==> src/rtl/fetch_ctrl_if.sv <==
// Instruction-memory read port: req/ack handshake with address and returned instruction.
// master = fetch side (drives req/addr), slave = memory side (drives ack/rdata).
interface fetch_ctrl_if #(
    parameter int unsigned PC_W   = 6,
    parameter int unsigned INST_W = 16
) ();
    logic              req;
    logic [PC_W-1:0]   addr;
    logic              ack;
    logic [INST_W-1:0] rdata;

    modport master (
        output req,
        output addr,
        input  ack,
        input  rdata
    );

    modport slave (
        input  req,
        input  addr,
        output ack,
        output rdata
    );
endinterface

==> src/rtl/fetch_ctrl.sv <==
// IF-stage fetch sequencer: owns the PC, reads imem over req/ack, loads IF/ID, handles stall and
// branch redirect. Optional performance counters are built when FETCH_PERF_EN is defined.
module fetch_ctrl #(
    parameter int unsigned          PC_W     = 6,
    parameter int unsigned          INST_W   = 16,
    parameter int unsigned          PC_STEP  = 2,
    parameter logic [PC_W-1:0]      RESET_PC = '0,
    parameter logic [INST_W-1:0]    NOP_INST = '0
) (
    input  logic               i_clk,
    input  logic               i_rst,
    fetch_ctrl_if.master       imem,
    input  logic               i_stall,
    input  logic               i_redirect,
    input  logic [PC_W-1:0]    i_redirect_pc,
    output logic               o_ifid_valid,
    output logic [PC_W-1:0]    o_ifid_pcadd4,
    output logic [INST_W-1:0]  o_ifid_inst,
    output logic [15:0]        o_perf_fetch_cnt,
    output logic [15:0]        o_perf_stall_cnt
);

    typedef enum logic [0:0] {S_REQ, S_HOLD} state_e;

    state_e             r_state;
    state_e             w_state_d;
    logic               r_req;
    logic [PC_W-1:0]    r_pc;
    logic [PC_W-1:0]    w_pc_d;
    logic [PC_W-1:0]    w_pc_inc;
    logic               r_valid;
    logic               w_valid_d;
    logic [PC_W-1:0]    r_pcadd4;
    logic [PC_W-1:0]    w_pcadd4_d;
    logic [INST_W-1:0]  r_inst;
    logic [INST_W-1:0]  w_inst_d;
    logic [PC_W-1:0]    r_hold_pcadd4;
    logic [PC_W-1:0]    w_hold_pcadd4_d;
    logic [INST_W-1:0]  r_hold_inst;
    logic [INST_W-1:0]  w_hold_inst_d;
    logic               w_ack_take;

    // Modulo 2^PC_W wrap falls out of the truncated add.
    assign w_pc_inc   = r_pc + PC_W'(PC_STEP);
    assign w_ack_take = (r_state == S_REQ) && r_req && imem.ack;

    always_comb begin
        w_state_d       = r_state;
        w_pc_d          = r_pc;
        w_valid_d       = r_valid;
        w_pcadd4_d      = r_pcadd4;
        w_inst_d        = r_inst;
        w_hold_pcadd4_d = r_hold_pcadd4;
        w_hold_inst_d   = r_hold_inst;

        if (i_redirect) begin
            // Flush wins over stall; any ack this cycle and the hold buffer are dropped.
            w_pc_d     = i_redirect_pc;
            w_valid_d  = 1'b0;
            w_pcadd4_d = i_redirect_pc;
            w_inst_d   = NOP_INST;
            w_state_d  = S_REQ;
        end else begin
            unique case (r_state)
                S_REQ: begin
                    if (w_ack_take) begin
                        w_pc_d = w_pc_inc;
                        if (!i_stall) begin
                            w_valid_d  = 1'b1;
                            w_pcadd4_d = w_pc_inc;
                            w_inst_d   = imem.rdata;
                        end else begin
                            w_hold_pcadd4_d = w_pc_inc;
                            w_hold_inst_d   = imem.rdata;
                            w_state_d       = S_HOLD;
                        end
                    end else if (!i_stall) begin
                        // ID consumed the entry and nothing new arrived: present a bubble.
                        w_valid_d = 1'b0;
                    end
                end
                S_HOLD: begin
                    if (!i_stall) begin
                        w_valid_d  = 1'b1;
                        w_pcadd4_d = r_hold_pcadd4;
                        w_inst_d   = r_hold_inst;
                        w_state_d  = S_REQ;
                    end
                end
                default: w_state_d = S_REQ;
            endcase
        end
    end

    always_ff @(posedge i_clk) begin
        if (i_rst) begin
            r_state       <= S_REQ;
            r_req         <= 1'b0;
            r_pc          <= RESET_PC;
            r_valid       <= 1'b0;
            r_pcadd4      <= RESET_PC;
            r_inst        <= NOP_INST;
            r_hold_pcadd4 <= RESET_PC;
            r_hold_inst   <= NOP_INST;
        end else begin
            r_state       <= w_state_d;
            r_req         <= (w_state_d == S_REQ);
            r_pc          <= w_pc_d;
            r_valid       <= w_valid_d;
            r_pcadd4      <= w_pcadd4_d;
            r_inst        <= w_inst_d;
            r_hold_pcadd4 <= w_hold_pcadd4_d;
            r_hold_inst   <= w_hold_inst_d;
        end
    end

    assign imem.req      = r_req;
    assign imem.addr     = r_pc;
    assign o_ifid_valid  = r_valid;
    assign o_ifid_pcadd4 = r_pcadd4;
    assign o_ifid_inst   = r_inst;

`ifdef FETCH_PERF_EN
    logic [15:0] r_fetch_cnt;
    logic [15:0] r_stall_cnt;
    logic        w_fetch_evt;

    assign w_fetch_evt = !i_redirect && !i_stall && (w_ack_take || (r_state == S_HOLD));

    always_ff @(posedge i_clk) begin
        if (i_rst) begin
            r_fetch_cnt <= '0;
            r_stall_cnt <= '0;
        end else begin
            if (w_fetch_evt && (r_fetch_cnt != 16'hFFFF)) begin
                r_fetch_cnt <= r_fetch_cnt + 16'd1;
            end
            if (i_stall && (r_stall_cnt != 16'hFFFF)) begin
                r_stall_cnt <= r_stall_cnt + 16'd1;
            end
        end
    end

    assign o_perf_fetch_cnt = r_fetch_cnt;
    assign o_perf_stall_cnt = r_stall_cnt;
`else
    assign o_perf_fetch_cnt = '0;
    assign o_perf_stall_cnt = '0;
`endif

endmodule
==> src/flat_wrapper.sv <==
// flat-port wrapper written by rule: the top's interface ports become plain ports
module fetch_ctrl_flat 
#(
    parameter int unsigned          PC_W     = 6,
    parameter int unsigned          INST_W   = 16,
    parameter int unsigned          PC_STEP  = 2,
    parameter logic [PC_W-1:0]      RESET_PC = '0,
    parameter logic [INST_W-1:0]    NOP_INST = '0
)
  (i_clk, i_rst, i_stall, i_redirect, i_redirect_pc, o_ifid_valid, o_ifid_pcadd4, o_ifid_inst, o_perf_fetch_cnt, o_perf_stall_cnt, imem_req, imem_addr, imem_ack, imem_rdata);
  fetch_ctrl_if #(.PC_W(PC_W), .INST_W(INST_W)) imem_i ();
  input  logic i_clk;
  input  logic i_rst;
  input  logic i_stall;
  input  logic i_redirect;
  input  logic [PC_W-1:0] i_redirect_pc;
  output logic o_ifid_valid;
  output logic [PC_W-1:0] o_ifid_pcadd4;
  output logic [INST_W-1:0] o_ifid_inst;
  output logic [15:0] o_perf_fetch_cnt;
  output logic [15:0] o_perf_stall_cnt;
  output wire logic [$bits(imem_i.req)-1:0] imem_req;
  output wire logic [$bits(imem_i.addr)-1:0] imem_addr;
  input wire logic [$bits(imem_i.ack)-1:0] imem_ack;
  input wire logic [$bits(imem_i.rdata)-1:0] imem_rdata;
  assign imem_req = imem_i.req;
  assign imem_addr = imem_i.addr;
  assign imem_i.ack = imem_ack;
  assign imem_i.rdata = imem_rdata;
  fetch_ctrl #(.PC_W(PC_W), .INST_W(INST_W), .PC_STEP(PC_STEP), .RESET_PC(RESET_PC), .NOP_INST(NOP_INST)) u_core (.i_clk(i_clk), .i_rst(i_rst), .imem(imem_i), .i_stall(i_stall), .i_redirect(i_redirect), .i_redirect_pc(i_redirect_pc), .o_ifid_valid(o_ifid_valid), .o_ifid_pcadd4(o_ifid_pcadd4), .o_ifid_inst(o_ifid_inst), .o_perf_fetch_cnt(o_perf_fetch_cnt), .o_perf_stall_cnt(o_perf_stall_cnt));
endmodule
==> config.mk <==
export PLATFORM = sky130hd
export DESIGN_NAME = fetch_ctrl_flat
export DESIGN_NICKNAME = d
export VERILOG_FILES = /design/src/rtl/fetch_ctrl_if.sv /design/src/rtl/fetch_ctrl.sv /design/src/flat_wrapper.sv
export SDC_FILE = /design/constraint.sdc
export NUM_CORES = 1
export LEC_CHECK = 0
export CORE_UTILIZATION = 46
export CTS_CLUSTER_SIZE = 40
export DETAILED_ROUTE_END_ITERATION = 12
export PLACE_DENSITY = 0.88
export SKIP_CTS_REPAIR_TIMING = 1
export SKIP_LAST_GASP = 1
export SYNTH_ARGS = -nofsm -noshare
export SYNTH_HDL_FRONTEND = slang
export SYNTH_SLANG_ARGS = --single-unit
==> constraint.sdc <==
create_clock -name i_clk -period 1.9 [get_ports i_clk]
set_clock_uncertainty 0.1 [all_clocks]
set_input_delay 0.285 -clock i_clk [delete_from_list [all_inputs] [get_ports i_clk]]
set_output_delay 0.285 -clock i_clk [all_outputs]
set_load 0.05 [all_outputs]
== Word level (Yosys, flattened, before mapping) ==
Index checks and enable logic that the tools add are counted.
Storage, ports and cells
  bits of input ports: 27
  output and inout bits: 62
  register bits: 53
Operators by class
  $add $sub $neg: 1
  equal/unequal tests: 8
  reductions and logical operators: 8
  bitwise operators: 3
  multiplexer cells: 20
Operators with widths (number)
  $mux W16: 3
  $mux W6: 7
  $pmux W16 S2: 1
  $pmux W6 S2: 1
  $add A6 B2 Y6 const B: 1
  $mux W1: 6
  $ne A2 B2 Y1 const B: 3
  $ne A3 B2 Y1 const B: 2
  $ne A3 B3 Y1 const B: 2
  $reduce_and A3 Y1: 2
  $pmux W1 S2: 2
  $reduce_and A4 Y1: 1
  $not A1 Y1: 3
  $logic_and A1 B1 Y1: 2
  $ne A2 B1 Y1 const B: 1
  $reduce_and A2 Y1: 1
  $reduce_bool A2 Y1: 1
  $reduce_or A2 Y1: 1

== Longest topological paths before layout ==
  depth in word-level cells: 7
  depth in mapped cells: 6

== Worst setup path after synthesis ==
No wires, ideal clock.
  path kind: register to register
  start: register u_core.r_pc[1] (netlist: u_core.imem.addr[1])
  end: register u_core.r_pc[5] (netlist: u_core.imem.addr[5])
  required time: 1.709 ns
  setup slack: 0.041 ns
  stages on the path, launching flop included: 5
  arrival time: 1.668 ns
  library setup time: 0.091 ns
  path through: dfxtp_1 ha_1 nand3_1 or3_1 a311oi_1
Between the ends
  word-level cells in the longest chain between the ends: 4
RTL lines
  start: declaration: RTL line fetch_ctrl.sv:28  | logic [PC_W-1:0] r_pc;
  start signal: assignment: RTL line fetch_ctrl.sv:108  | r_pc <= w_pc_d;
  $add A6 B2 Y6: RTL line fetch_ctrl.sv:44  | assign w_pc_inc = r_pc + PC_W'(PC_STEP);
  $mux W6: RTL line fetch_ctrl.sv:66  | if (w_ack_take) begin
  $mux W6: RTL line fetch_ctrl.sv:64  | unique case (r_state)
  $mux W6: RTL line fetch_ctrl.sv:56  | if (i_redirect) begin
No other way between the ends. The select of a mux whose other input is x is not followed.
A chain may end at the register's enable or synchronous reset.

== Worst setup path after layout ==
  start: register u_core.r_inst[3] (netlist: u_core.o_ifid_inst[3])
  end: output port o_ifid_inst[3]
RTL lines
  start: declaration: RTL line fetch_ctrl.sv:35  | logic [INST_W-1:0] r_inst;
  start signal: assignment: RTL line fetch_ctrl.sv:111  | r_inst <= w_inst_d;
  end: declaration: RTL line flat_wrapper.sv:19  | output logic [INST_W-1:0] o_ifid_inst;
No word-level cell between the ends.

==> results.txt <==
H-tree depth: 2
Worst Hold Launch: u_core.r_hold_inst[13]
CP delay by family, top: buffers and inverters
Drt wl/cell: 15.14 µm
DRT iter0 DRCs: 181
# IOs: 89
Register share of total power: 0.492
Sequential area share after synthesis: 0.4044
Setup CP Type: register to output port
LEAKAGE: 0.001213 µW
Row count: 27
Pin count of the biggest net entering global routing: 37
Initial antenna violation count: 0
Synth-to-layout area growth: 22.70%
Vias in the first global route: 2178
CTS max path bufs: 2
Max Cap Violations: 0
Yosys warning count: 0
Hold Path End: u_core.r_hold_inst[13]
Cells on worst reg2reg path: 4
Clock network power share: 0.261
RSZ-0062 raised after global routing: false
Startpoint types: register
CP required: 1.51 ns
Gpl congestion: 0.7901
Nets: 374
Port Buffers: 56
Antenna-violating nets left: 0
Comb power frac: 0.247
Syn Std Cell Area: 2624 µm²
Fmax: 539.4 MHz
Net Sw Frac: 0.3350
Die width: 77.53 µm
Fin. Hold Viols: 0
Clk slew on worst S/H paths: 0.09 ns
Syn Inst Count: 297
Register bit count reported by yosys: 53
Critical-path top delay cell: clkdlybuf4s50_1
Hold Path Stages: 2
Core footprint: 5507 µm²
Highest cell delay on the worst timing path: 0.80 ns
Arrival time at the worst endpoint: 1.47 ns
Global-route wire length before repair: 10.24 mm
R2r startpoint: u_core.imem.addr[2]
Hold Crit Class: register to register
Reg2reg end: u_core.imem.addr[5]
Max-slew violations: 0
TritonCTS clock tree: built
Grt total ovfl: 0
Overall Global Routing Usage: 0.2168
Nature of the critical path endpoint: output port
Part of the cycle the worst path needs: 0.9757
Die Y: 77.53 µm
Worst slew pin tran: 0.7961 ns
Pint: 1593 µW
Cell count after placement: 411
Worst vdd ir: 0.0003939 V
Post-Route WL: 6.342 mm
Worst-Skew Late Latency: 0.32 ns
Sink Count: 53
Share of layout cells above drive strength 1: 0.1009
Post-DP HPWL: 4.302 mm
Vias: 2337
Max-slew headroom at the worst pin: 0.4692
CP Max Fanout: 2
Finish-stage setup viols: 0
Num CTS Buffers: 5
Clock period minus worst slack: 1.854 ns
Root Driver: clkbuf_8
Reg2reg setup slack: 0.37 ns
Cells along the critical path: clkdlybuf4s50_1
N_diodes: 0
Pwr dens: 744.0 nW/µm²
Final Non-Filler Cells: 419
Remaining DRCs: 0
Design Power: 2395 µW
Starting Density: 0.4765
Status: completed
Drt first pass iters: 5
Via/cell ratio: 5.578
DIE AREA: 6010 µm²
Buf/Inv on CP: 1
Syn_area_per_cell: 8.834 µm²
P_sw: 802.5 µW
Distinct cell type count after synthesis: 43
## worst max path at each step
| stage | start | end | slack (ns) | cells past startpoint |
|---|---|---|---|---|
| after floorplan | u_core.imem.addr[1] | u_core.imem.addr[5] | 0.04 | 4 |
| after global placement | i_redirect | u_core.r_hold_pcadd4[1] | -0.07 | 4 |
| after detailed placement | i_redirect | u_core.r_hold_pcadd4[1] | -0.15 | 4 |
| after CTS | u_core.o_ifid_inst[7] | o_ifid_inst[7] | -0.005 | 1 |
| after global routing | u_core.o_ifid_inst[15] | o_ifid_inst[15] | 0.004 | 1 |
| final | u_core.o_ifid_inst[3] | o_ifid_inst[3] | 0.05 | 1 |
## layout by cell type, fill, tap and decap left out, types with 3 or more instances in the layout
master / instances
mux2i_1: 20
nor2_1: 5
buf_12: 4
conb_1: 32
nand3_1: 22
clkbuf_1: 3
clkbuf_8: 5
a311oi_1: 3
dfxtp_1: 53
nand2_1: 7
nor3_1: 4
o21ai_0: 22
dlymetal6s2s_1: 4
a21oi_1: 42
clkdlybuf4s50_1: 41
a211oi_1: 19
xor2_1: 4
buf_4: 21
## layout make-up
type	instances	area, µm²
clock buffer	8	80.08
fill	489	2287
inverter	3	11.26
multi-input combinational	213	1279
sequential	53	1061
tap	72	90.09
timing repair buffer	70	698.2
## power groups by stage
| stage | clock, µW | combinational (µW) | sequential (µW) |
|---|---|---|---|
| floorplan | 0 | 371 | 1290 |
| global placement | 0 | 580 | 1200 |
| detailed placement | 0 | 588 | 1200 |
| CTS | 639 | 590 | 1180 |
| global route | 676 | 625 | 1180 |
| finish | 625 | 592 | 1180 |
## per-stage QoR
step             util   TNS (ns)  worst slack, ns  hold WS [ns]  instance area, µm²
6_report       0.5846          0          0.04616        0.3826                3219
5_1_grt        0.5846          0         0.004104        0.3998                3219
4_1_cts        0.5828  -0.004639        -0.004639        0.3821                3209
3_5_place_dp   0.5683    -0.8121          -0.1462        0.3697                3129
3_3_place_gp   0.5683    -0.1741         -0.07079        0.3601                3129
2_1_floorplan       -          0          0.04116        0.3327                2740
## layer usage
metal | vias to the layer above | GRT usage | routed length, µm
met1 | 1132 | 0.2708 | 2737
li1 | 1099 | - | -
met2 | 97 | 0.3673 | 3128
met3 | 9 | 0.04353 | 389
met4 | 0 | 0.07925 | 87
met5 | - | 0 | 0
## worst reg2reg max path, cell delays in order (launching register included)
cell      delay, ns
dfxtp_1        0.39
ha_1           0.25
nand3_1        0.15
or3_1          0.33
a311oi_1       0.24
## synth_stat cells, drive strengths merged
master,instances,area [µm²]
dfxtp,53,1061
or2,1,6.260
a21oi,43,219.0
or4,1,7.510
conb,1,3.750
xor2,4,35.03
nand4b,1,8.760
clkbuf,9,33.78
buf,50,355.3
ha,1,12.51
nor3,4,20.02
inv,3,11.26
nand2,7,26.28
o311a,1,10.01
a31oi,2,12.51
o21ai,22,110.1
o21bai,1,7.510
and2b,1,7.510
a311oi,3,26.28
o311ai,1,8.760
o211ai,2,15.01
a211oi,19,142.6
o221ai,1,8.760
nand3b,3,26.27
xnor2,1,8.760
o2111ai,2,17.52
nand2b,2,12.51
mux2i,20,200.2
and3b,1,8.760
or3,2,12.51
a211o,2,17.52
nand3,22,110.1
nor3b,1,7.510
nor2b,2,12.51
a21boi,1,7.510
nor2,6,25.03
a21o,1,7.510
## registers in the layout (all words and copies together), names as in the netlist
name / flops
u_core.r_hold_pcadd4: 6
u_core.imem.addr: 6
u_core.o_ifid_inst: 16
u_core.r_state: 1
u_core.o_ifid_valid: 1
u_core.r_hold_inst: 16
u_core.o_ifid_pcadd4: 6
u_core.imem.req: 1
## cells by family after synthesis
| logic type | Yosys count | share of synthesized area |
|---|---|---|
| buffers and inverters | 62 | 0.1526 |
| adders and majority gates | 1 | 0.004768 |
| DFF | 53 | 0.4044 |
| xor gates and xnor gates | 5 | 0.01669 |
| other | 1 | 0.001429 |
| AOI/OAI and AO/OA | 101 | 0.2327 |
| and+or+nand+nor | 54 | 0.1111 |
| muxes | 20 | 0.07630 |
(Power assumes the default switching activity.)
